==> src/rtl/dma_cmd_queue_if.sv <==
// Command and DMA-core handshake bundle for dma_cmd_queue.
// master = upstream/core environment side, slave = the queue itself.
interface dma_cmd_queue_if #(
  parameter int LW = 3
);
  logic          cmd_valid;
  logic          cmd_ready;
  logic [7:0]    cmd_data;
  logic          flush;
  logic          dma_start;
  logic [2:0]    dma_src;
  logic [2:0]    dma_dst;
  logic          dma_mode;
  logic          dma_done;
  logic          busy;
  logic [LW-1:0] queue_level;
  logic          timeout_err;

  modport master (
    output cmd_valid,
    output cmd_data,
    output flush,
    output dma_done,
    input  cmd_ready,
    input  dma_start,
    input  dma_src,
    input  dma_dst,
    input  dma_mode,
    input  busy,
    input  queue_level,
    input  timeout_err
  );

  modport slave (
    input  cmd_valid,
    input  cmd_data,
    input  flush,
    input  dma_done,
    output cmd_ready,
    output dma_start,
    output dma_src,
    output dma_dst,
    output dma_mode,
    output busy,
    output queue_level,
    output timeout_err
  );
endinterface

==> src/rtl/dma_cmd_queue.sv <==
// Command FIFO in front of the DMA core: issues one start pulse per command and
// waits for a fresh done rising edge. Optional watchdog: define DMA_CMD_TIMEOUT_EN.
module dma_cmd_queue #(
  parameter int DEPTH          = 4,
  parameter int LW             = 3,
  parameter int TIMEOUT_CYCLES = 64
) (
  input logic             clk,
  input logic             rst,
  dma_cmd_queue_if.slave  bus
);

  localparam int PW = $clog2(DEPTH);

  typedef enum logic [2:0] {
    IDLE  = 3'd0,
    ISSUE = 3'd1,
    ARM   = 3'd2,
    WAIT  = 3'd3,
    GAP   = 3'd4
  } state_t;

  state_t        state_q;
  state_t        state_d;

  logic [6:0]    mem [DEPTH];
  logic [PW-1:0] wr_ptr;
  logic [PW-1:0] rd_ptr;
  logic [LW-1:0] level;

  logic          full;
  logic          empty;
  logic          push;
  logic          pop;
  logic          start;
  logic          done_q;
  logic          done_rise;
  logic          timed_out;

  logic [2:0]    src_q;
  logic [2:0]    dst_q;
  logic          mode_q;

  // Bit 7 of a command carries no meaning for the core.
  logic          unused_cmd_bit;
  assign unused_cmd_bit = bus.cmd_data[7];

  assign full      = (level == LW'(DEPTH));
  assign empty     = (level == '0);
  assign push      = bus.cmd_valid && !full && !bus.flush;
  assign done_rise = bus.dma_done && !done_q;

  always_ff @(posedge clk or posedge rst) begin
    if (rst) begin
      state_q <= IDLE;
    end else begin
      state_q <= state_d;
    end
  end

  always_comb begin
    state_d = state_q;
    pop     = 1'b0;
    start   = 1'b0;
    case (state_q)
      IDLE: begin
        if (!empty && !bus.flush) begin
          pop     = 1'b1;
          state_d = ISSUE;
        end
      end
      ISSUE: begin
        start   = 1'b1;
        state_d = ARM;
      end
      ARM: begin
        state_d = WAIT;
      end
      WAIT: begin
        if (done_rise || timed_out) begin
          state_d = GAP;
        end
      end
      GAP: begin
        state_d = IDLE;
      end
      default: begin
        state_d = IDLE;
      end
    endcase
  end

  // Storage has no reset; only the pointers and level define what is valid.
  always_ff @(posedge clk) begin
    if (push) begin
      mem[wr_ptr] <= bus.cmd_data[6:0];
    end
  end

  // Flush wins over any push or pop in the same cycle.
  always_ff @(posedge clk or posedge rst) begin
    if (rst) begin
      wr_ptr <= '0;
      rd_ptr <= '0;
      level  <= '0;
    end else if (bus.flush) begin
      wr_ptr <= '0;
      rd_ptr <= '0;
      level  <= '0;
    end else begin
      if (push) begin
        wr_ptr <= wr_ptr + PW'(1);
      end
      if (pop) begin
        rd_ptr <= rd_ptr + PW'(1);
      end
      case ({push, pop})
        2'b10:   level <= level + LW'(1);
        2'b01:   level <= level - LW'(1);
        default: level <= level;
      endcase
    end
  end

  always_ff @(posedge clk or posedge rst) begin
    if (rst) begin
      src_q  <= '0;
      dst_q  <= '0;
      mode_q <= 1'b0;
    end else if (pop) begin
      src_q  <= mem[rd_ptr][6:4];
      dst_q  <= mem[rd_ptr][3:1];
      mode_q <= mem[rd_ptr][0];
    end
  end

  // A done level left high by the previous transfer is captured in ARM so
  // only a genuine new rising edge can retire this command.
  always_ff @(posedge clk or posedge rst) begin
    if (rst) begin
      done_q <= 1'b0;
    end else if (state_q == ARM || state_q == WAIT) begin
      done_q <= bus.dma_done;
    end
  end

`ifdef DMA_CMD_TIMEOUT_EN
  localparam int TW = $clog2(TIMEOUT_CYCLES + 1);

  logic [TW-1:0] timer;
  logic          err_q;

  assign timed_out = (state_q == WAIT) && (timer == TW'(TIMEOUT_CYCLES - 1));

  always_ff @(posedge clk or posedge rst) begin
    if (rst) begin
      timer <= '0;
    end else if (state_q == ISSUE) begin
      timer <= '0;
    end else if (state_q == WAIT) begin
      timer <= timer + TW'(1);
    end
  end

  // A done edge arriving on the last allowed cycle still counts as success.
  always_ff @(posedge clk or posedge rst) begin
    if (rst) begin
      err_q <= 1'b0;
    end else if (timed_out && !done_rise) begin
      err_q <= 1'b1;
    end
  end

  assign bus.timeout_err = err_q;
`else
  logic [31:0] unused_timeout_cfg;
  assign unused_timeout_cfg = 32'(TIMEOUT_CYCLES);
  assign timed_out          = 1'b0;
  assign bus.timeout_err    = 1'b0;
`endif

  assign bus.cmd_ready   = !full;
  assign bus.dma_start   = start;
  assign bus.dma_src     = src_q;
  assign bus.dma_dst     = dst_q;
  assign bus.dma_mode    = mode_q;
  assign bus.busy        = (state_q != IDLE);
  assign bus.queue_level = level;

endmodule
==> src/flat_wrapper.sv <==
// flat-port wrapper written by rule: the top's interface ports become plain ports
module dma_cmd_queue_flat 
#(
  parameter int DEPTH          = 4,
  parameter int LW             = 3,
  parameter int TIMEOUT_CYCLES = 64
)
  (clk, rst, bus_cmd_valid, bus_cmd_data, bus_flush, bus_dma_done, bus_cmd_ready, bus_dma_start, bus_dma_src, bus_dma_dst, bus_dma_mode, bus_busy, bus_queue_level, bus_timeout_err);
  dma_cmd_queue_if #(.LW(LW)) bus_i ();
  input logic clk;
  input logic rst;
  input wire logic [$bits(bus_i.cmd_valid)-1:0] bus_cmd_valid;
  input wire logic [$bits(bus_i.cmd_data)-1:0] bus_cmd_data;
  input wire logic [$bits(bus_i.flush)-1:0] bus_flush;
  input wire logic [$bits(bus_i.dma_done)-1:0] bus_dma_done;
  output wire logic [$bits(bus_i.cmd_ready)-1:0] bus_cmd_ready;
  output wire logic [$bits(bus_i.dma_start)-1:0] bus_dma_start;
  output wire logic [$bits(bus_i.dma_src)-1:0] bus_dma_src;
  output wire logic [$bits(bus_i.dma_dst)-1:0] bus_dma_dst;
  output wire logic [$bits(bus_i.dma_mode)-1:0] bus_dma_mode;
  output wire logic [$bits(bus_i.busy)-1:0] bus_busy;
  output wire logic [$bits(bus_i.queue_level)-1:0] bus_queue_level;
  output wire logic [$bits(bus_i.timeout_err)-1:0] bus_timeout_err;
  assign bus_i.cmd_valid = bus_cmd_valid;
  assign bus_i.cmd_data = bus_cmd_data;
  assign bus_i.flush = bus_flush;
  assign bus_i.dma_done = bus_dma_done;
  assign bus_cmd_ready = bus_i.cmd_ready;
  assign bus_dma_start = bus_i.dma_start;
  assign bus_dma_src = bus_i.dma_src;
  assign bus_dma_dst = bus_i.dma_dst;
  assign bus_dma_mode = bus_i.dma_mode;
  assign bus_busy = bus_i.busy;
  assign bus_queue_level = bus_i.queue_level;
  assign bus_timeout_err = bus_i.timeout_err;
  dma_cmd_queue #(.DEPTH(DEPTH), .LW(LW), .TIMEOUT_CYCLES(TIMEOUT_CYCLES)) u_core (.clk(clk), .rst(rst), .bus(bus_i));
endmodule
==> config.mk <==
export PLATFORM = sky130hd
export DESIGN_NAME = dma_cmd_queue_flat
export DESIGN_NICKNAME = d
export VERILOG_FILES = /design/src/rtl/dma_cmd_queue_if.sv /design/src/rtl/dma_cmd_queue.sv /design/src/flat_wrapper.sv
export SDC_FILE = /design/constraint.sdc
export NUM_CORES = 1
export LEC_CHECK = 0
export ABC_AREA = 1
export CORE_UTILIZATION = 50
export DETAILED_ROUTE_END_ITERATION = 12
export GPL_TIMING_DRIVEN = 0
export HOLD_SLACK_MARGIN = 0.1
export PLACE_DENSITY = 0.74
export SKIP_CTS_REPAIR_TIMING = 1
export SYNTH_ARGS = -nofsm -noshare
export SYNTH_HDL_FRONTEND = slang
export SYNTH_SLANG_ARGS = --single-unit
==> constraint.sdc <==
create_clock -name clk -period 3 [get_ports clk]
set_input_delay 0.3 -clock clk [delete_from_list [all_inputs] [get_ports clk]]
set_output_delay 0.3 -clock clk [all_outputs]
set_load 0.02 [all_outputs]
## After elaboration in Yosys (flattened, before gate mapping)

Memory sizes are Yosys's and may differ from the RTL's. A register that Yosys moved wholly into a read port is not among the register bits.
Cells that the tools add are included.
Widths: inputs -> output; s select.

| word-level totals | value |
|---|---|
| input port bits | 13 |
| bits in writable memories | 28 |
| memories | 1 |
| flip-flop bits (word level) | 11 |
| output and inout port bits | 14 |

Memory list:

| memory | words | width | read ports | clocked after Yosys merged registers in | wr ports | RTL line | source |
|---|---|---|---|---|---|---|---|
| u_core.mem | 4 | 7 | 1 | 1 | 1 | dma_cmd_queue.sv:26 | `logic [6:0] mem [DEPTH];` |

| cells by class | value |
|---|---|
| reductions and logical operators | 16 |
| mux-type cells | 14 |
| add/subtract/negate cells | 4 |
| equal/unequal tests | 8 |

Operators by type and width:

| operator | number |
|---|---|
| $pmux 3 s4 | 1 |
| $mux 3 | 3 |
| $mux 2 | 4 |
| $eq 3x2->1 const B | 2 |
| $logic_not 3->1 | 2 |
| $pmux 3 s2 | 1 |
| $reduce_bool 3->1 | 2 |
| $mux 1 | 5 |
| $add 2x1->2 const B | 2 |
| $logic_and 1x1->1 | 4 |
| $logic_not 1->1 | 4 |
| $ne 2x1->1 const B | 2 |
| $reduce_bool 2->1 | 2 |
| $add 3x1->3 const B | 1 |
| $eq 3x1->1 const B | 1 |
| $eq 3x3->1 const B | 1 |
| $sub 3x1->3 const B | 1 |
| $eq 2x1->1 const B | 1 |
| $eq 2x2->1 const B | 1 |
| $reduce_and 2->1 | 1 |
| $logic_or 1x1->1 | 1 |

## Longest topological paths before layout

Gate-level depths: netlist of run 1.

| depth | value |
|---|---|
| depth in word-level cells | 8 |
| depth in mapped cells | 12 |
| depth with buffers taken out | 12 |

## Worst setup path before layout of run 1

OpenSTA, ideal clock, no wires.

| timing | value |
|---|---|
| path type | register to register |
| start point | register u_core.level[0] (netlist: u_core.bus.queue_level[0]) |
| end point | register u_core.level[2] (netlist: u_core.bus.queue_level[2]) |
| period minus slack after synthesis | 1920 ps |
| cell stages (with the launch flop) | 13 |
| setup time | 118 ps |
| data arrival time | 1802 ps |
| setup slack | 1080 ps |
| cells stage by stage | dfrtp_1 -> nor2_4 -> nand2_2 -> nand2_2 -> nand3_2 -> inv_1 -> fa_1 -> xnor2_1 -> inv_1 -> nand2_1 -> nand2_1 -> nand3_1 -> nand2_1 |

| between the ends | value |
|---|---|
| elaborated cells between the ends (all ways) | 16 |
| those cells by class | add/sub (2); eq/ne (3); mux (4); reduce/logical (7) |

RTL lines:

| element | RTL line | source |
|---|---|---|
| start, declared | dma_cmd_queue.sv:29 | `logic [LW-1:0] level;` |
| start signal, assigned | dma_cmd_queue.sv:118 | `2'b10: level <= level + LW'(1);` |
| start signal, assigned | dma_cmd_queue.sv:119 | `2'b01: level <= level - LW'(1);` |
| start signal, assigned | dma_cmd_queue.sv:120 | `default: level <= level;` |
| $eq 3x3->1 (*) | dma_cmd_queue.sv:48 | `assign full = (level == LW'(DEPTH));` |
| $logic_not 1->1 (*) | -- |  |
| named net bus_cmd_ready | flat_wrapper.sv:16 | `output wire logic [$bits(bus_i.cmd_ready)-1:0] bus_cmd_ready;` |
| $logic_and 1x1->1 (*) (2 in series) | dma_cmd_queue.sv:50 | `assign push = bus.cmd_valid && !full && !bus.flush;` |
| $eq 2x1->1 or $eq 2x2->1 (tied branches) | dma_cmd_queue.sv:117 | `case ({push, pop})` |
| $pmux 3 s2 | dma_cmd_queue.sv:117 |  |
| $mux 3 | dma_cmd_queue.sv:106 | `end else if (bus.flush) begin` |

Mark *: on every way through the listed nets, which the timed path passes. The rest lies on a longest branch.
A chain may end at the register's enable or synchronous reset.

## Worst setup path in the final report of run 1

| timing | value |
|---|---|
| start point | register u_core.level[0] (netlist: u_core.bus.queue_level[0]) |
| end point | memory u_core.mem[0][0] (enable) |

| between the ends | value |
|---|---|
| longest elaborated chain between the ends | 6 |

RTL lines:

| element | RTL line | source |
|---|---|---|
| $eq 3x3->1 | dma_cmd_queue.sv:48 |  |
| $logic_not 1->1 | dma_cmd_queue.sv:50 |  |
| $logic_and 1x1->1 (2 in series) | dma_cmd_queue.sv:50 |  |
| $mux 1 | dma_cmd_queue.sv:95 | `if (push) begin` |
| $mux 1 (not written as such) | dma_cmd_queue.sv:96 | `mem[wr_ptr] <= bus.cmd_data[6:0];` |
| end, declared | dma_cmd_queue.sv:26 |  |

Every way passes these cells.

==> results of run 1 <==
[metal layers]
layer	global-route usage (%)	up-vias	routed length (µm)
met2	32.3	35	1870
li1	-	679	-
met5	0	-	0
met4	4.89	0	35
met3	5.38	5	199
met1	25.2	690	1670
[how the worst max path moves through the flow]
stage                                      endpoint  cells after the start  slack, ns
after floorplan           u_core.bus.queue_level[2]                     12       1.08
after global placement             u_core.mem[2][5]                      5       0.88
after detailed placement           u_core.mem[2][6]                      5       0.85
after CTS                          u_core.mem[2][5]                      6       1.05
after global routing               u_core.mem[2][6]                      6       0.92
final                              u_core.mem[0][0]                      6       1.06
[cell type report]
cell class	count	area, µm²	area share (%)
Tap cell	48	60.1	2.49
Inverter	22	82.6	3.42
Timing Repair Buffer	24	240	9.94
Buffer	5	33.8	1.40
Clock inverter	2	13.8	0.570
Clock buffer	6	72.6	3.00
Sequential cell	46	1290	53.4
Multi-Input combinational cell	116	622	25.7
[power by group]
part           switching (µW)  leakage (µW)  internal, µW
clock network             194     0.0000452           164
registers                 100      0.000474           805
logic                     546      0.000484           367
[state kept, by name, indices dropped and copies added (netlist names)]
register / count
u_core.bus.dma_mode: 1
u_core.wr_ptr: 2
u_core.mem: 28
u_core.done_q: 1
u_core.bus.dma_dst: 3
u_core.bus.queue_level: 3
u_core.rd_ptr: 2
u_core.state_q: 3
u_core.bus.dma_src: 3
[cells by family (layout without fill, tap and decap cells)]
family                   Yosys count  in the layout
buffers and inverters             27             59
flip-flops                        46             46
XOR/XNOR                           1              1
AND/OR/NAND/NOR                   78             78
adder cells (fa/ha/maj)            5              5
other                              1              1
AO/OA/AOI/OAI                     31             31
[placed cells by master, fill, tap and decap left out, types with 2 or more instances in the layout]
master and n:
nor2_1 42, inv_1 18, edfxtp_1 28, clkbuf_8 5
dfrtp_1 18, o21ai_0 20, nand3_1 3, buf_2 3
inv_2 4, nand2_4 2, a31oi_1 7, nor3_1 2
clkdlybuf4s50_1 24, nand2_1 17, ha_1 4, nand2_2 7
[worst max-delay path, stage by stage (launching register included)]
cell     delay, ns
dfrtp_1       0.46
nor2_4        0.08
nand2_2       0.08
nand2_2       0.08
nor2_1        0.20
inv_1         0.12
nor2_1        0.56
[per-stage QoR]
step | setup slack [ns] | hold WS, ns
after detailed placement | 0.854 | 0.505
after global placement | 0.875 | 0.469
after floorplan | 1.08 | 0.239
after global routing | 0.917 | 0.497
final | 1.06 | 0.450
after CTS | 1.05 | 0.466
==> qor.yml, run 1 <==
status:
  status: "complete, no violations"
global_route:
  grt_start_max_net_pins: 19
  grt_overflow: 0
  grt_pass1_wl_mm: 6.06
  track_usage_pct: 19.5
  antenna_found_initial: 0
  first_global_vias: 1332
synthesis:
  synthArstFlopShare_pct: 39.1
  yosysSeqAreaShare_pct: 63.6
  yosys.area.top_type: "edfxtp_1"
  synth_cell_types: 28
  synth_top_family_by_area: "simple AND/OR/NAND/NOR gates"
  synth_common_cells: "42 x nor2_1, 28 x edfxtp_1, 20 x o21ai_0, 18 x dfrtp_1, 18 x inv_1"
  synth-seq-cells: 46
  synth-xor-area-share_pct: 0.432
  avgSynthCellArea_um2: 10.7
  netlist.area_leader.share_pct: 41.4
  synth_mux_area_share_pct: 0
  synth-compound-area-share_pct: 8.51
  syn-num-nets: 207
  synthAdderAreaFrac_pct: 3.45
  syn_area_um2: 2030
  ys_warn_count: 0
  netlist_instances: 189
  yosys-top-cells-area: "edfxtp_1 41%, dfrtp_1 22%, nor2_1 7.8%, o21ai_0 4.9%, inv_1 3.3%"
  synth_flop_cell: "edfxtp_1"
  synth.most_common_cell: "nor2_1"
  synth-simple-area-share_pct: 18.1
  synth_edf_count: 28
placed_design:
  placed_area_um2: 2330
  place_inst: 261
  numPortBuffers: 24
  gp_congestion: 0.758
  dpl.hpwl_mm: 2.73
final_layout:
  post-route-util_pct: 64.1
  drive_above_1_share_pct: 13.6
  insertedDiodeCount: 0
  nNetsFinal: 238
  final_cells: 269
  fin_area_um2: 2420
  area_delta_synth_final_pct: 19.1
  fillers: 290
worst_setup_path:
  crit_required_ns: 2.92
  r2r_cells: 6
  worst_ep_arrival_time_ns: 1.86
  r2r_end: "u_core.mem[0][0]"
  cp-start-kind: "flip-flop"
  path_class: "reg -> reg"
  worstSetupEndpointType: "flip-flop"
  crit_start: "u_core.bus.queue_level[0]"
  r2r_setup_slack_ns: 1.06
  r2r_start: "u_core.bus.queue_level[0]"
  critPathMaxFanout: 7
power_and_ir_drop:
  vdd_drop_max_uv: 448
  p_per_area_nw_per_um2: 901
  p_leak_uw: 0.00100
  total_power_uw: 2180
clock_tree:
  clock_latency_ns: 0.29
  root_buffer: "clkbuf_8"
  h-tree-depth: 2
  clk_path_buf_depth: 2
  cts_sinks: 46
  tritoncts: "built"
  numCtsBuffers: 5
  cts.clk_slew.worst_paths_ns: 0.08
floorplan:
  fp.dieH_um: 65.7
  row_count: 22
  die_x_um: 65.7
  io_pins: 27
  core_area_um2: 3770
  die_area_um2: 4320
  initial_core_util_pct: 53.8
drt:
  drt_first_pass_iters: 4
  routed_wl_mm: 3.78
  via_count: 1409
  first_iter_violations: 77
  viasPerCell: 5.24
  ant_nets: 0
  drc_errors: 0
  drt-wirelength-per-cell_um: 14.0
job:
  cap_violations: 0
sta:
  worstMarginPinSlew_ns: 0.778
  finalSetupViolCount: 0
  rsz0062_at_grt: "false"
  finalCritPeriodShare_pct: 64.7
  finalHoldViolCount: 0
  relSlewSlack_pct: 48.1
  max_freq_mhz: 515
  final.setup.tns_ns: 0
  post-route-min-period_ns: 1.94
  clock-skew-final_ns: 0.00805
  finalMaxSlewViolations: 0
hold_path:
  hold_path.class: "in -> async"
Note: power is estimated with default switching activity, not from simulation.
==> inputs of run 2 (changes only) <==
Settings changed: CORE_UTILIZATION 50 to 49, PLACE_DENSITY 0.74 to 0.75.
Clock period 3 ns to 1.68 ns, I/O delays scaled along.
==> run 2 against run 1 <==
  * The flow now finishes with violations (setup timing)
  * Global-route usage decreased by 1.3 points
  * Critical path depth grew 4
  * Total power grew 83%
  * Sequential share of layout area down 1.8 points
  * Clock skew down 0.0031 ns
  * Utilization decreased by 1.3 points
  * Combinational power increased by 89%
  * Largest power group unchanged
==> qor.yml, run 2 (synthesis gave the netlist of run 1 again) <==
status:
  status: "finished, violations left"
  violations: "setup timing"
floorplan:
  fp.dieH_um: 66.4  # +0.98%
  core_area_um2: 4000  # +6.1%
  initial_core_util_pct: 50.7  # -3.1 points
  io_pins: 27  # unchanged
  die_area_um2: 4400  # +2.0%
  row_count: 23  # +4.5%
  die_x_um: 66.4  # +0.98%
sta:
  post-route-min-period_ns: 1.83  # -0.111 ns
  finalHoldViolCount: 0  # unchanged
  rsz0062_at_grt: "true"
  relSlewSlack_pct: 50.6  # +2.6 points
  finalMaxSlewViolations: 0  # unchanged
  finalWorstSetupSlack_ns: -0.149  # -1.21 ns
  finalSetupViolCount: 1  # +1
  finalCritPeriodShare_pct: 109  # +44 points
  max_freq_mhz: 547  # +6.1%
  hold_ws_ns: 0.302  # -0.147 ns
  worstMarginPinSlew_ns: 0.740  # -0.0383 ns
  final.setup.tns_ns: -0.149  # -0.149 ns
  clock-skew-final_ns: 0.00495  # -0.00310 ns
global_route:
  first_global_vias: 1232  # -7.5%
  grt_overflow: 0  # unchanged
  grt_start_max_net_pins: 19  # unchanged
  track_usage_pct: 18.2  # -1.3 points
  antenna_found_initial: 0  # unchanged
  grt_pass1_wl_mm: 5.63  # -7.1%
clock_tree:
  cts_sinks: 46  # unchanged
  tritoncts: "built"
  clock_latency_ns: 0.29  # about the same
  root_buffer: "clkbuf_8"
  clk_path_buf_depth: 2  # unchanged
  h-tree-depth: 2  # unchanged
  numCtsBuffers: 5  # unchanged
  cts.clk_slew.worst_paths_ns: 0.08  # about the same
final_layout:
  fillers: 303  # +4.5%
  final_cell_mix: "38 x nor2_1, 28 x edfxtp_1, 21 x clkdlybuf4s50_1"
  largest_reg_flops: 28  # unchanged
  layout.cells.most_common: "nor2_1"
  fin_area_um2: 2510  # +3.9%
  post-route-util_pct: 62.7  # -1.3 points
  nNetsFinal: 240  # +0.84%
  area_delta_synth_final_pct: 23.7
  top_register: "u_core.mem"
  insertedDiodeCount: 0  # unchanged
  drive_above_1_share_pct: 19.3  # +5.7 points
placed_design:
  placed_area_um2: 2360  # +1.1%
  gp_congestion: 0.720  # -5.1%
  dpl.hpwl_mm: 2.41  # -12%
  numPortBuffers: 24  # unchanged
drt:
  ant_nets: 0  # unchanged
  viasPerCell: 4.95  # -5.5%
  drc_errors: 0  # unchanged
  first_iter_violations: 55  # -29%
  drt-wirelength-per-cell_um: 13.2  # -6.0%
  routed_wl_mm: 3.60  # -4.6%
  drt_first_pass_iters: 4  # unchanged
  via_count: 1352  # -4.0%
power_and_ir_drop:
  p_leak_uw: 0.00103  # +3.1%
  p_per_area_nw_per_um2: 1590  # +76%
  vdd_drop_max_uv: 961  # +110%
worst_setup_path:
  crit_required_ns: 1.91  # -1.01 ns
  worst_ep_arrival_time_ns: 2.06  # +0.20 ns
  cp-start-kind: "flip-flop"
  r2r_setup_slack_ns: -0.15  # -1.21 ns
  path_class: "reg -> reg"
  worstSetupEndpointType: "flip-flop"
  critPathMaxFanout: 4  # -3
hold_path:
  hold_path.class: "in -> async"
job:
  cap_violations: 0  # unchanged
run 2: cell count changes in the layout (fill, tap and decap cells not counted), sizes merged:
cell	previous run	this run
buf	5	7
clkdlybuf4s50	24	21
dlymetal6s2s	0	3
run 2: layout make-up:
class	instances	area, µm²	area share [%]
Clock buffer	6	72.6	2.89
Inverter	22	82.6	3.29
Multi-Input combinational cell	116	692	27.6
Timing Repair Buffer	26	263	10.5
Buffer	5	33.8	1.35
Clock inverter	2	8.76	0.349
Tap cell	50	62.6	2.49
Sequential cell	46	1290	51.6
run 2: metrics by stage:
stage	instances	total power (µW)	setup WS, ns
2_1_floorplan	189	2750	-0.0683
3_3_place_gp	263	3270	-0.312
3_5_place_dp	263	3310	-0.376
4_1_cts	271	3930	-0.257
5_1_grt	273	4250	-0.276
6_report	273	3990	-0.149
run 2: power breakdown:
part / internal (µW) / switching, µW
sequential: 1440 / 184
clock: 286 / 339
combinational: 711 / 1020
total: 2440 / 1550
run 2: final timing paths:
| path | to | from | cells after the start |
|---|---|---|---|
| setup / recovery | u_core.bus.queue_level[2] | u_core.bus.queue_level[0] | 10 |
| setup reg to reg | u_core.bus.queue_level[2] | u_core.bus.queue_level[0] | 10 |
| min in group clk | u_core.done_q | bus_dma_done | 3 |
| max in group asynchronous | u_core.bus.queue_level[0] | rst | 2 |
| hold reg to reg | u_core.done_q | u_core.done_q | 2 |
| hold / removal | u_core.bus.dma_dst[2] | rst | 2 |
run 2: critical path, stage by stage, from the launching register on:
cell     delay (ns)
dfrtp_2        0.46
nor2_4         0.20
a21oi_4        0.10
nand3_4        0.09
inv_2          0.05
fa_2           0.37
xnor2_2        0.18
nand4_1        0.12
nand2_1        0.08
nand3_1        0.06
nand2_1        0.07
run 2: routing by layer:
layer  up-vias  global-route usage (%)  wire [µm]
met5         -                       0          0
met4         0                    7.71         62
met3         4                    4.83         97
met2        18                    29.0       1800
met1       643                    23.5       1640
li1        687                       -          -
==> inputs of run 3 (changes only) <==
Settings changed: CORE_UTILIZATION 49 to 50, PLACE_DENSITY 0.75 to 0.74, SETUP_SLACK_MARGIN set to 0.3.
Clock period 1.68 ns to 2.1 ns, I/O delays scaled along.
==> run 3 against run 2 <==
  * The run now ends clean
  * Maximum frequency rose by 0.25%
  * Clock power rose by 1%
  * Clock-buffer cell count fell by 1
  * Combinational power fell by 18%
  * Non-clock buffer count did not move
  * Cell area rose by 0.45%
  * Wire length rose by 9.7%
  * Worst setup slack improved by 0.42 ns
  * Sequential cell count did not move
  * Sequential power fell by 20%
  * Via count rose by 3.6%
  * Utilization rose by 4.1 points
  * Critical path type unchanged
  * Largest cell class unchanged
==> qor.yml, run 3 (synthesis gave the netlist of run 1 again) <==
worst_setup_path:
  r2r_cells: 11  # +1
  r2r_end: "u_core.bus.queue_level[2]"
  critPathMaxFanout: 4  # unchanged
  cp-start-kind: "flip-flop"
  path_class: "reg -> reg"
  r2r_start: "u_core.bus.queue_level[0]"
  crit_start: "u_core.bus.queue_level[0]"
  endpoint: "u_core.bus.queue_level[2]"
  worst_ep_arrival_time_ns: 2.01  # -0.05 ns
  worstSetupEndpointType: "flip-flop"
  crit_required_ns: 2.29  # +0.38 ns
  r2r_setup_slack_ns: 0.28  # +0.42 ns
drt:
  viasPerCell: 5.17  # +4.3%
  ant_nets: 0  # unchanged
  drt-wirelength-per-cell_um: 14.6  # +11%
  via_count: 1400  # +3.6%
  drt_first_pass_iters: 4  # unchanged
  drc_errors: 0  # unchanged
  first_iter_violations: 97  # +76%
  routed_wl_mm: 3.95  # +9.7%
sta:
  finalSetupViolCount: 0  # -1
  final.setup.tns_ns: 0  # +0.149 ns
  finalHoldViolCount: 0  # unchanged
  finalMaxSlewViolations: 0  # unchanged
  relSlewSlack_pct: 53.9  # +3.2 points
  finalCritPeriodShare_pct: 86.9  # -22 points
  max_freq_mhz: 548  # +0.25%
  rsz0062_at_grt: "true"
  post-route-min-period_ns: 1.82  # -0.00458 ns
  clock-skew-final_ns: 0.00668  # +0.00174 ns
  worstMarginPinSlew_ns: 0.691  # -0.0486 ns
placed_design:
  numPortBuffers: 24  # unchanged
  gp_congestion: 0.751  # +4.3%
  dpl.hpwl_mm: 2.65  # +10%
final_layout:
  largest_reg_flops: 28  # unchanged
  layout.cells.most_common: "nor2_1"
  area_delta_synth_final_pct: 24.2
  nNetsFinal: 240  # unchanged
  final_cell_mix: "38 x nor2_1, 28 x edfxtp_1, 22 x clkdlybuf4s50_1"
  insertedDiodeCount: 0  # unchanged
  drive_above_1_share_pct: 18.8  # -0.45 points
  post-route-util_pct: 66.9  # +4.1 points
  top_register: "u_core.mem"
power_and_ir_drop:
  vdd_drop_max_uv: 677  # -29%
  p_per_area_nw_per_um2: 1330  # -16%
  total_power_uw: 3350  # -16%
  p_leak_uw: 0.00105  # +1.6%
global_route:
  first_global_vias: 1339  # +8.7%
  grt_busiest_layer: "met2"
  antenna_found_initial: 0  # unchanged
  grt_util_met1_pct: 25.3  # +1.8 points
  grt_start_max_net_pins: 19  # unchanged
  grt_use_met2_pct: 35.5  # +6.5 points
  grt_overflow: 0  # unchanged
  track_usage_pct: 20.7  # +2.5 points
  use_met3_pct: 5.38  # +0.55 points
  grt_pass1_wl_mm: 6.33  # +12%
floorplan:
  die_area_um2: 4320  # -1.9%
  io_pins: 27  # unchanged
  fp.dieH_um: 65.7  # -0.97%
  initial_core_util_pct: 53.8  # +3.1 points
  row_count: 22  # -4.3%
  core_area_um2: 3770  # -5.7%
  die_x_um: 65.7  # -0.97%
clock_tree:
  numCtsBuffers: 5  # unchanged
  tritoncts: "built"
  clk_path_buf_depth: 2  # unchanged
  clock_latency_ns: 0.30  # about the same
  cts.clk_slew.worst_paths_ns: 0.08  # about the same
  cts_sinks: 46  # unchanged
  root_buffer: "clkbuf_8"
  h-tree-depth: 2  # unchanged
job:
  cap_violations: 0  # unchanged
hold_path:
  hold_path.class: "in -> async"
status:
  status: "complete, no violations"
## run 3: cell count changes in the layout (fill, tap and decap cells not counted), sizes merged
| cell | change |
|---|---|
| clkdlybuf4s50 | +1 |
| dlymetal6s2s | -1 |
| clkbuf | -1 |
| bufinv | +1 |
## run 3: metal layers
| layer | share of wire [%] | routed length (µm) |
|---|---|---|
| met2 | 53 | 2090 |
| met5 | 0 | 0 |
| met4 | 0.91 | 36 |
| met1 | 42 | 1650 |
| met3 | 4.5 | 177 |
## run 3: final cells by class
cell class / instances / area (µm²)
flip-flops and latches: 46 / 1290
fillers: 293 / 1250
multi-input cells: 116 / 682
repair buffers: 26 / 260
inverters: 22 / 82.6
clock buffers: 5 / 68.8
well taps: 48 / 60.1
clock inverters: 3 / 40.0
plain buffers: 5 / 33.8
## run 3: per-stage QoR
step                hold WS, ns  cell area, µm²  worst slack (ns)  cells
floorplan                 0.148            2040             0.310    189
global placement          0.468            2340            0.0514    261
detailed placement        0.489            2340           -0.0674    261
CTS                       0.356            2450            0.0733    269
global route              0.394            2520             0.168    271
finish                    0.316            2520             0.276    271
## run 3: power by group
part	internal, µW	switching [µW]	total, µW
Combinational	575	838	1410
Sequential	1150	153	1310
Clock	350	282	632
## run 3: worst max-delay path: stages (launching register included)
cell and delay, ns:
dfrtp_2 0.45, nor2_4 0.20, a21oi_4 0.09, nand3_4 0.10, inv_1 0.06, fa_2 0.35, xnor2_2 0.17, inv_1 0.06
nand2_1 0.06, nand2_1 0.04, nand3_1 0.06, nand2_1 0.05
## run 3: worst min path at each step
stage | endpoint | slack, ns | depth (start not counted)
6_report | u_core.bus.dma_src[1] | 0.32 | 2
5_1_grt | u_core.bus.dma_src[1] | 0.39 | 2
4_1_cts | u_core.bus.dma_src[2] | 0.36 | 2
3_5_place_dp | u_core.done_q | 0.49 | 2
3_3_place_gp | u_core.done_q | 0.47 | 2
2_1_floorplan | u_core.bus.dma_dst[0] | 0.15 | 1
